### src/rtl/nanosoc_pad_gpio_ctrl_if.sv
// ----------------------------------------------------------------------------
// nanosoc_pad_gpio_ctrl_if
// Register-access bus between the SoC GPIO/APB glue and the pad-bank controller.
//
// Signals
//   wr_en    1      one-cycle register write strobe
//   wr_sel   2      write target: 0=DATAOUT 1=OUTEN 2=IRQCLR (W1C) 3=DBTHR
//   wr_data  PINS   write data (DBTHR takes the low DEBOUNCE_W bits)
//   rd_sel   2      read target: 0=DATAOUT 1=OUTEN 2=IRQSTAT 3=IN_DATA
//   rd_data  PINS   combinational read data selected by rd_sel
//
// Modports
//   master   the glue logic that issues writes and reads
//   slave    the pad-bank controller
// ----------------------------------------------------------------------------
interface nanosoc_pad_gpio_ctrl_if #(
    parameter int PINS = 16
);
    logic            wr_en;
    logic [1:0]      wr_sel;
    logic [PINS-1:0] wr_data;
    logic [1:0]      rd_sel;
    logic [PINS-1:0] rd_data;

    modport master (
        output wr_en,
        output wr_sel,
        output wr_data,
        output rd_sel,
        input  rd_data
    );

    modport slave (
        input  wr_en,
        input  wr_sel,
        input  wr_data,
        input  rd_sel,
        output rd_data
    );
endinterface

### src/rtl/nanosoc_pad_gpio_ctrl.sv
// ----------------------------------------------------------------------------
// nanosoc_pad_gpio_ctrl
// Core-side driver/receiver for a bank of bidirectional pads whose output
// enable is active low. Output data and NOE come straight from flops. The pad
// input passes through a synchroniser and a per-pin debounce; every change of
// the debounced level (either direction) sets a sticky interrupt status bit.
//
// Parameters
//   PINS         number of pads in the bank
//   SYNC_STAGES  input synchroniser depth (>= 2)
//   DEBOUNCE_W   width of the debounce threshold and per-pin counters
//
// Ports
//   HCLK      in   clock
//   HRESETn   in   synchronous active-low reset
//   bus       slave modport of nanosoc_pad_gpio_ctrl_if (register writes/reads)
//   pad_o     out  pad output data (DATAOUT)
//   pad_noe   out  pad output enable, 0 = drive, 1 = tri-state (~OUTEN)
//   pad_i     in   pad input, asynchronous to HCLK
//   in_data   out  synchronised, debounced input level
//   irq       out  OR of the interrupt status bits
//   conflict  out  sticky drive-conflict flags
//
// Build option
//   NANOSOC_PAD_CONFLICT_DET_EN  when defined, a pin that is driven with a
//   settled value but reads back the opposite level for two consecutive
//   cycles raises its conflict flag; otherwise conflict is tied to 0.
// ----------------------------------------------------------------------------
module nanosoc_pad_gpio_ctrl #(
    parameter int PINS        = 16,
    parameter int SYNC_STAGES = 2,
    parameter int DEBOUNCE_W  = 8
) (
    input  logic                   HCLK,
    input  logic                   HRESETn,
    nanosoc_pad_gpio_ctrl_if.slave bus,
    output logic [PINS-1:0]        pad_o,
    output logic [PINS-1:0]        pad_noe,
    input  logic [PINS-1:0]        pad_i,
    output logic [PINS-1:0]        in_data,
    output logic                   irq,
    output logic [PINS-1:0]        conflict
);

    logic [PINS-1:0]       data_out;
    logic [PINS-1:0]       noe_q;
    logic [PINS-1:0]       irq_stat;
    logic [DEBOUNCE_W-1:0] dbthr;
    logic [PINS-1:0]       sync_q [SYNC_STAGES];
    logic [PINS-1:0]       stable_q;
    logic [DEBOUNCE_W-1:0] cnt_q  [PINS];

    logic [DEBOUNCE_W-1:0] cnt_d  [PINS];
    logic [PINS-1:0]       stable_d;
    logic [PINS-1:0]       edge_set;
    logic [PINS-1:0]       s;
    logic [PINS-1:0]       irq_clr;
    logic                  dout_wr;
    logic                  outen_wr;
    logic                  dbthr_wr;
    logic [DEBOUNCE_W-1:0] thr_m1;

    assign s        = sync_q[SYNC_STAGES-1];
    assign dout_wr  = bus.wr_en && (bus.wr_sel == 2'd0);
    assign outen_wr = bus.wr_en && (bus.wr_sel == 2'd1);
    assign dbthr_wr = bus.wr_en && (bus.wr_sel == 2'd3);
    assign irq_clr  = (bus.wr_en && (bus.wr_sel == 2'd2)) ? bus.wr_data : '0;

    // A threshold of 0 behaves like 1, so the terminal count is never below 0.
    assign thr_m1 = (dbthr == '0) ? '0 : dbthr - DEBOUNCE_W'(1);

    // Per-pin debounce: the synchronised level must differ from the accepted
    // level for T consecutive cycles before it is adopted. A threshold write
    // discards every partial count so no pin inherits a count made against the
    // old threshold.
    always_comb begin
        stable_d = stable_q;
        edge_set = '0;
        for (int i = 0; i < PINS; i++) begin
            cnt_d[i] = cnt_q[i];
            if (dbthr_wr) begin
                cnt_d[i] = '0;
            end else if (s[i] == stable_q[i]) begin
                cnt_d[i] = '0;
            end else if (cnt_q[i] == thr_m1) begin
                stable_d[i] = s[i];
                cnt_d[i]    = '0;
                edge_set[i] = 1'b1;
            end else if (cnt_q[i] != '1) begin
                cnt_d[i] = cnt_q[i] + DEBOUNCE_W'(1);
            end
        end
    end

    // NOE is held as its own flop (reset to all ones) so the pad pins have no
    // logic between the register and the pad ring. Status set wins over W1C.
    always_ff @(posedge HCLK) begin
        if (!HRESETn) begin
            data_out <= '0;
            noe_q    <= '1;
            irq_stat <= '0;
            dbthr    <= DEBOUNCE_W'(1);
            stable_q <= '0;
            for (int k = 0; k < SYNC_STAGES; k++) begin
                sync_q[k] <= '0;
            end
            for (int i = 0; i < PINS; i++) begin
                cnt_q[i] <= '0;
            end
        end else begin
            if (dout_wr) begin
                data_out <= bus.wr_data;
            end
            if (outen_wr) begin
                noe_q <= ~bus.wr_data;
            end
            if (dbthr_wr) begin
                dbthr <= bus.wr_data[DEBOUNCE_W-1:0];
            end
            sync_q[0] <= pad_i;
            for (int k = 1; k < SYNC_STAGES; k++) begin
                sync_q[k] <= sync_q[k-1];
            end
            stable_q <= stable_d;
            for (int i = 0; i < PINS; i++) begin
                cnt_q[i] <= cnt_d[i];
            end
            irq_stat <= (irq_stat & ~irq_clr) | edge_set;
        end
    end

`ifdef NANOSOC_PAD_CONFLICT_DET_EN
    localparam int AGE_MAX = SYNC_STAGES + 1;
    localparam int AGE_W   = $clog2(SYNC_STAGES + 2);

    logic [AGE_W-1:0] age_q [PINS];
    logic [PINS-1:0]  miss_q;
    logic [PINS-1:0]  conflict_q;
    logic [PINS-1:0]  mismatch;
    logic [PINS-1:0]  outen;

    assign outen = ~noe_q;

    // The read-back is only trusted once the driven value has had time to
    // travel through the synchroniser, so each pin tracks how long its driven
    // value has been steady.
    always_comb begin
        mismatch = '0;
        for (int i = 0; i < PINS; i++) begin
            mismatch[i] = outen[i] && (age_q[i] == AGE_W'(AGE_MAX)) &&
                          (s[i] != data_out[i]);
        end
    end

    always_ff @(posedge HCLK) begin
        if (!HRESETn) begin
            miss_q     <= '0;
            conflict_q <= '0;
            for (int i = 0; i < PINS; i++) begin
                age_q[i] <= '0;
            end
        end else begin
            for (int i = 0; i < PINS; i++) begin
                if (!outen[i] || (dout_wr && (bus.wr_data[i] != data_out[i]))) begin
                    age_q[i] <= '0;
                end else if (age_q[i] != AGE_W'(AGE_MAX)) begin
                    age_q[i] <= age_q[i] + AGE_W'(1);
                end
            end
            miss_q     <= mismatch;
            conflict_q <= (conflict_q & ~irq_clr) | (mismatch & miss_q);
        end
    end

    assign conflict = conflict_q;
`else
    assign conflict = '0;
`endif

    always_comb begin
        case (bus.rd_sel)
            2'd0:    bus.rd_data = data_out;
            2'd1:    bus.rd_data = ~noe_q;
            2'd2:    bus.rd_data = irq_stat;
            default: bus.rd_data = stable_q;
        endcase
    end

    assign pad_o   = data_out;
    assign pad_noe = noe_q;
    assign in_data = stable_q;
    assign irq     = |irq_stat;

endmodule

### src/flat_wrapper.sv
// flat-port wrapper written by rule: the top's interface ports become plain ports
module nanosoc_pad_gpio_ctrl_flat 
#(
    parameter int PINS        = 16,
    parameter int SYNC_STAGES = 2,
    parameter int DEBOUNCE_W  = 8
)
  (HCLK, HRESETn, pad_o, pad_noe, pad_i, in_data, irq, conflict, bus_wr_en, bus_wr_sel, bus_wr_data, bus_rd_sel, bus_rd_data);
  nanosoc_pad_gpio_ctrl_if #(.PINS(PINS)) bus_i ();
  input  logic HCLK;
  input  logic HRESETn;
  output logic [PINS-1:0] pad_o;
  output logic [PINS-1:0] pad_noe;
  input  logic [PINS-1:0] pad_i;
  output logic [PINS-1:0] in_data;
  output logic irq;
  output logic [PINS-1:0] conflict;
  input wire logic [$bits(bus_i.wr_en)-1:0] bus_wr_en;
  input wire logic [$bits(bus_i.wr_sel)-1:0] bus_wr_sel;
  input wire logic [$bits(bus_i.wr_data)-1:0] bus_wr_data;
  input wire logic [$bits(bus_i.rd_sel)-1:0] bus_rd_sel;
  output wire logic [$bits(bus_i.rd_data)-1:0] bus_rd_data;
  assign bus_i.wr_en = bus_wr_en;
  assign bus_i.wr_sel = bus_wr_sel;
  assign bus_i.wr_data = bus_wr_data;
  assign bus_i.rd_sel = bus_rd_sel;
  assign bus_rd_data = bus_i.rd_data;
  nanosoc_pad_gpio_ctrl #(.PINS(PINS), .SYNC_STAGES(SYNC_STAGES), .DEBOUNCE_W(DEBOUNCE_W)) u_core (.HCLK(HCLK), .HRESETn(HRESETn), .bus(bus_i), .pad_o(pad_o), .pad_noe(pad_noe), .pad_i(pad_i), .in_data(in_data), .irq(irq), .conflict(conflict));
endmodule
### config.mk
export PLATFORM = sky130hd
export DESIGN_NAME = nanosoc_pad_gpio_ctrl_flat
export DESIGN_NICKNAME = d
export VERILOG_FILES = /design/src/rtl/nanosoc_pad_gpio_ctrl_if.sv /design/src/rtl/nanosoc_pad_gpio_ctrl.sv /design/src/flat_wrapper.sv
export SDC_FILE = /design/constraint.sdc
export NUM_CORES = 1
export LEC_CHECK = 0
export BUFFER_PORTS_ARGS = -buffer_cell sky130_fd_sc_hd__buf_2
export CORE_MARGIN = 1
export CORE_UTILIZATION = 42
export DETAILED_ROUTE_END_ITERATION = 10
export GPL_TIMING_DRIVEN = 0
export PLACE_DENSITY = 0.7
export SLEW_MARGIN = 0
export SYNTH_ARGS = -nofsm -noshare
export SYNTH_HDL_FRONTEND = slang
export SYNTH_SLANG_ARGS = --single-unit
### constraint.sdc
create_clock -name HCLK -period 3.5 [get_ports HCLK]
set_input_delay 0.35 -clock HCLK [delete_from_list [all_inputs] [get_ports HCLK]]
set_output_delay 0.35 -clock HCLK [all_outputs]
set_load 0.01 [all_outputs]
==> flow_metrics.env <==
export IMPL_path_max_fanout=9
export IMPL_post_route_period_util_pct=98.2
export IMPL_gp_congestion=0.970
export IMPL_holdBufCountCts=0
export IMPL_worstPathRequired_ns=3.92
export IMPL_finalWirelength_um=39600
export IMPL_skew_ns=0.0217
export IMPL_syn_area_per_cell_um2=8.25
export IMPL_grt_overflow=0
export IMPL_final_cell_mix="dfxtp_1, nand2_1, nor2_1"
export IMPL_fp_dieH_um=175
export IMPL_fp_dieArea_um2=30800
export IMPL_rr_endpoint="u_core.cnt_q[0][94]"
export IMPL_cp_num_cells=9
export IMPL_area_delta_synth_final_pct=18.1
export IMPL_synth_cell_types=81
export IMPL_clock_path_buffers=3
export IMPL_initial_core_util_pct=42.6
export IMPL_cts_tree="built"
export IMPL_fin_cells=2099
export IMPL_rsz0062_at_grt="yes"
export IMPL_yosys_area_share_simple_pct=26.7
export IMPL_path_class="flip-flop to flip-flop"
export IMPL_drcViolationCount=0
export IMPL_netlist_area_um2=12600
export IMPL_clk_latency_ns=0.55
export IMPL_synth_compound_area_share_pct=16.5
export IMPL_hold_path_class="primary input to flip-flop"
export IMPL_synth_xor_area_share_pct=7.84
export IMPL_cp_num_buf_inv=2
export IMPL_num_rows=63
export IMPL_grt_total_usage_pct=25.0
export IMPL_antenna_found_initial=1
export IMPL_core_area_um2=29600
export IMPL_slew_viol_final=0
export IMPL_grt_max_degree=14
export IMPL_rrSetupSlack_ns=0.06
export IMPL_drv_cap=0
export IMPL_die_x_um=175
export IMPL_ys_seq_area_share_pct=36.8
export IMPL_worstMarginPinSlew_ns=1.02
export IMPL_detail_route_antenna_nets=0
export IMPL_final_setup_viol_count=0
export IMPL_via_count=12400
export IMPL_ys_warnings_count=0
export IMPL_synth_top_flop_cell="dfxtp_1"
export IMPL_ys_ff_latch=232
export IMPL_status="completed"
export IMPL_cp_data_arrival_time_ns=3.86
export IMPL_hpwl_um=28700
export IMPL_firstDrtPassIters=8
export IMPL_muxShareOfSynthArea_pct=5.16
export IMPL_setup_ws_ns=0.0619
export IMPL_grt_pass1_wl_um=61800
export IMPL_place_ws_ns=-0.735
export IMPL_cp_top_family="simple AND/OR/NAND/NOR gates"
export IMPL_cts_sinks=232
export IMPL_via_per_inst=5.89
export IMPL_cp_cell_sequence="clkbuf_4 -> nor4_4 -> mux2i_2 -> o21ai_0 -> a221o_1 -> nor4_4 -> nand2b_1 -> buf_2 -> nor3_1"
export IMPL_wl_per_cell_um=18.8
export IMPL_final_common_cell="dfxtp_1"
export IMPL_netlist_instances=1530
export IMPL_hold_violations=0
export IMPL_cp_startpoint="u_core.dbthr[1]"
export IMPL_synth_top_family_by_area="simple AND/OR/NAND/NOR gates"
export IMPL_pin_count=120
export IMPL_worst_setup_path_end_kind="flip-flop"
export IMPL_critical_path_max_stage_delay_ns=0.64
export IMPL_synthAdderAreaFrac_pct=1.68
export IMPL_drive_above_1_share_pct=16.0
export IMPL_cts_clk_slew_worst_paths_ns=0.06
export IMPL_rr_worst_depth=9
export IMPL_cp_slowest_cell="nor4_4"
export IMPL_synth_edf_count=0
export IMPL_endpoint="u_core.cnt_q[0][94]"
export IMPL_powerDensity_nw_per_um2=437
export IMPL_cp_common_cell="nor4_4"
export IMPL_peakVddDrop_mv=0.385
export IMPL_setup_worst_path_start_class="flip-flop"
export IMPL_root_buffer="clkbuf_16"
export IMPL_regToRegStartpoint="u_core.dbthr[1]"
export IMPL_async_flop_share_pct=0
export IMPL_fin_nets=1746
export IMPL_total_leakage_power_nw=5.84
export IMPL_drtIter0Drc=1222
export IMPL_grt_pass1_vias=11400
export IMPL_htreeDepth=1
export IMPL_fin_crit_ns=3.44
export IMPL_post_place_cells=2035
export IMPL_fmax_mhz=291
export IMPL_slew_headroom_pct=31.9
export IMPL_io_buffers=100
export IMPL_cts_buffers=26
-- kinds of logic (layout without fill, tap and decap cells) --
| group | after synthesis | count (layout) |
|---|---|---|
| simple gates | 667 | 667 |
| compound gates | 307 | 307 |
| flops | 232 | 232 |
| buf+inv | 148 | 311 |
| xor+xnor | 113 | 113 |
| mux | 45 | 45 |
| fa+ha+maj | 17 | 17 |
| other cells | 1 | 17 |
-- Yosys cell counts (all sizes together), types with 5 or more instances --
master,n,share of area (%)
a211oi,16,0.95
a21boi,5,0.30
nand3,113,4.5
and3,41,2.0
or2,8,0.40
a222oi,5,0.40
o211ai,27,1.6
or3,21,1.0
mux4,16,2.9
or4,6,0.42
a32o,6,0.48
and2,34,1.7
o311ai,5,0.35
and4,10,0.69
a41o,7,0.55
nor4,20,1.3
o31ai,9,0.54
inv,36,1.1
a22oi,5,0.30
dfxtp,232,37
nor3,54,2.2
mux2i,28,2.2
a21oi,66,2.6
ha,17,1.7
nand4,25,1.2
xnor2,77,5.3
nor2b,9,0.45
nand2b,12,0.59
buf,41,2.1
nand2,149,4.4
nor3b,8,0.56
o2111a,6,0.54
o221ai,5,0.35
clkbuf,69,2.1
a31oi,22,1.1
o22ai,9,0.45
xor2,36,2.5
o21ai,70,2.9
nor2,143,4.3
-- report_power, final --
| group | internal [mW] | leakage [nW] | switching (mW) |
|---|---|---|---|
| combinational | 0.384 | 3.54 | 0.600 |
| clock | 1.64 | 0.423 | 1.11 |
| sequential | 2.71 | 1.88 | 0.0725 |
| total | 4.73 | 5.84 | 1.79 |
-- worst min path at each step --
| stage | startpoint | to | slack [ns] | cells after the start |
|---|---|---|---|---|
| 2_1_floorplan | u_core.sync_q[0][0] | u_core.sync_q[0][16] | 0.41 | 1 |
| 3_3_place_gp | u_core.sync_q[0][13] | u_core.sync_q[0][29] | 0.41 | 1 |
| 3_5_place_dp | u_core.sync_q[0][14] | u_core.sync_q[0][30] | 0.42 | 1 |
| 4_1_cts | pad_i[8] | u_core.sync_q[0][8] | 0.003 | 2 |
| 5_1_grt | pad_i[8] | u_core.sync_q[0][8] | 0.006 | 2 |
| 6_report | pad_i[4] | u_core.sync_q[0][4] | 0.005 | 2 |
-- cell type report --
| class | instances | area (um^2) |
|---|---|---|
| inverter | 38 | 145 |
| multi-input combinational | 1165 | 7560 |
| timing repair buffer | 119 | 643 |
| fill | 2861 | 14700 |
| tap | 390 | 488 |
| clock buffer | 39 | 759 |
| buffer | 108 | 568 |
| sequential | 232 | 4640 |
| clock inverter | 7 | 100 |
| antenna | 1 | 2.50 |
-- per-stage QoR --
step / power (mW) / utilization, % / instance area (um^2) / hold slack, ns / TNS, ns
after floorplan: 3.39 / - / 12700 / 0.412 / 0
after global placement: 3.69 / 46.1 / 13700 / 0.414 / -54.29
after detailed placement: 3.71 / 46.1 / 13700 / 0.418 / -58.54
after CTS: 6.47 / 49.5 / 14700 / 0.00289 / -1.62
after global routing: 6.73 / 50.3 / 14900 / 0.00574 / -0.0129
final: 6.52 / 50.3 / 14900 / 0.00462 / 0
-- per-layer routing --
| metal | GRT usage (%) | vias up | part of all wire, % |
|---|---|---|---|
| met5 | 0 | - | 0 |
| met4 | 11.7 | 0 | 4.1 |
| met3 | 5.19 | 115 | 9.4 |
| met2 | 39.3 | 557 | 45 |
| met1 | 32.7 | 5861 | 41 |
| li1 | - | 5840 | - |
-- state kept, by name (all words and copies together) (netlist names) --
name / flops
u_core.dbthr: 8
u_core.sync_q: 32
u_core.in_data: 16
u_core.irq_stat: 16
u_core.pad_o: 16
u_core.pad_noe: 16
u_core.cnt_q: 128
-- repair_timing --
action | CTS | global route
setup endpoints to repair | 155 | 139
buffers inserted | 2 | 17
pin swaps | 1 | 11
resized for setup | 30 | 41
gates cloned | 0 | 0
(Power assumes the default switching activity.)
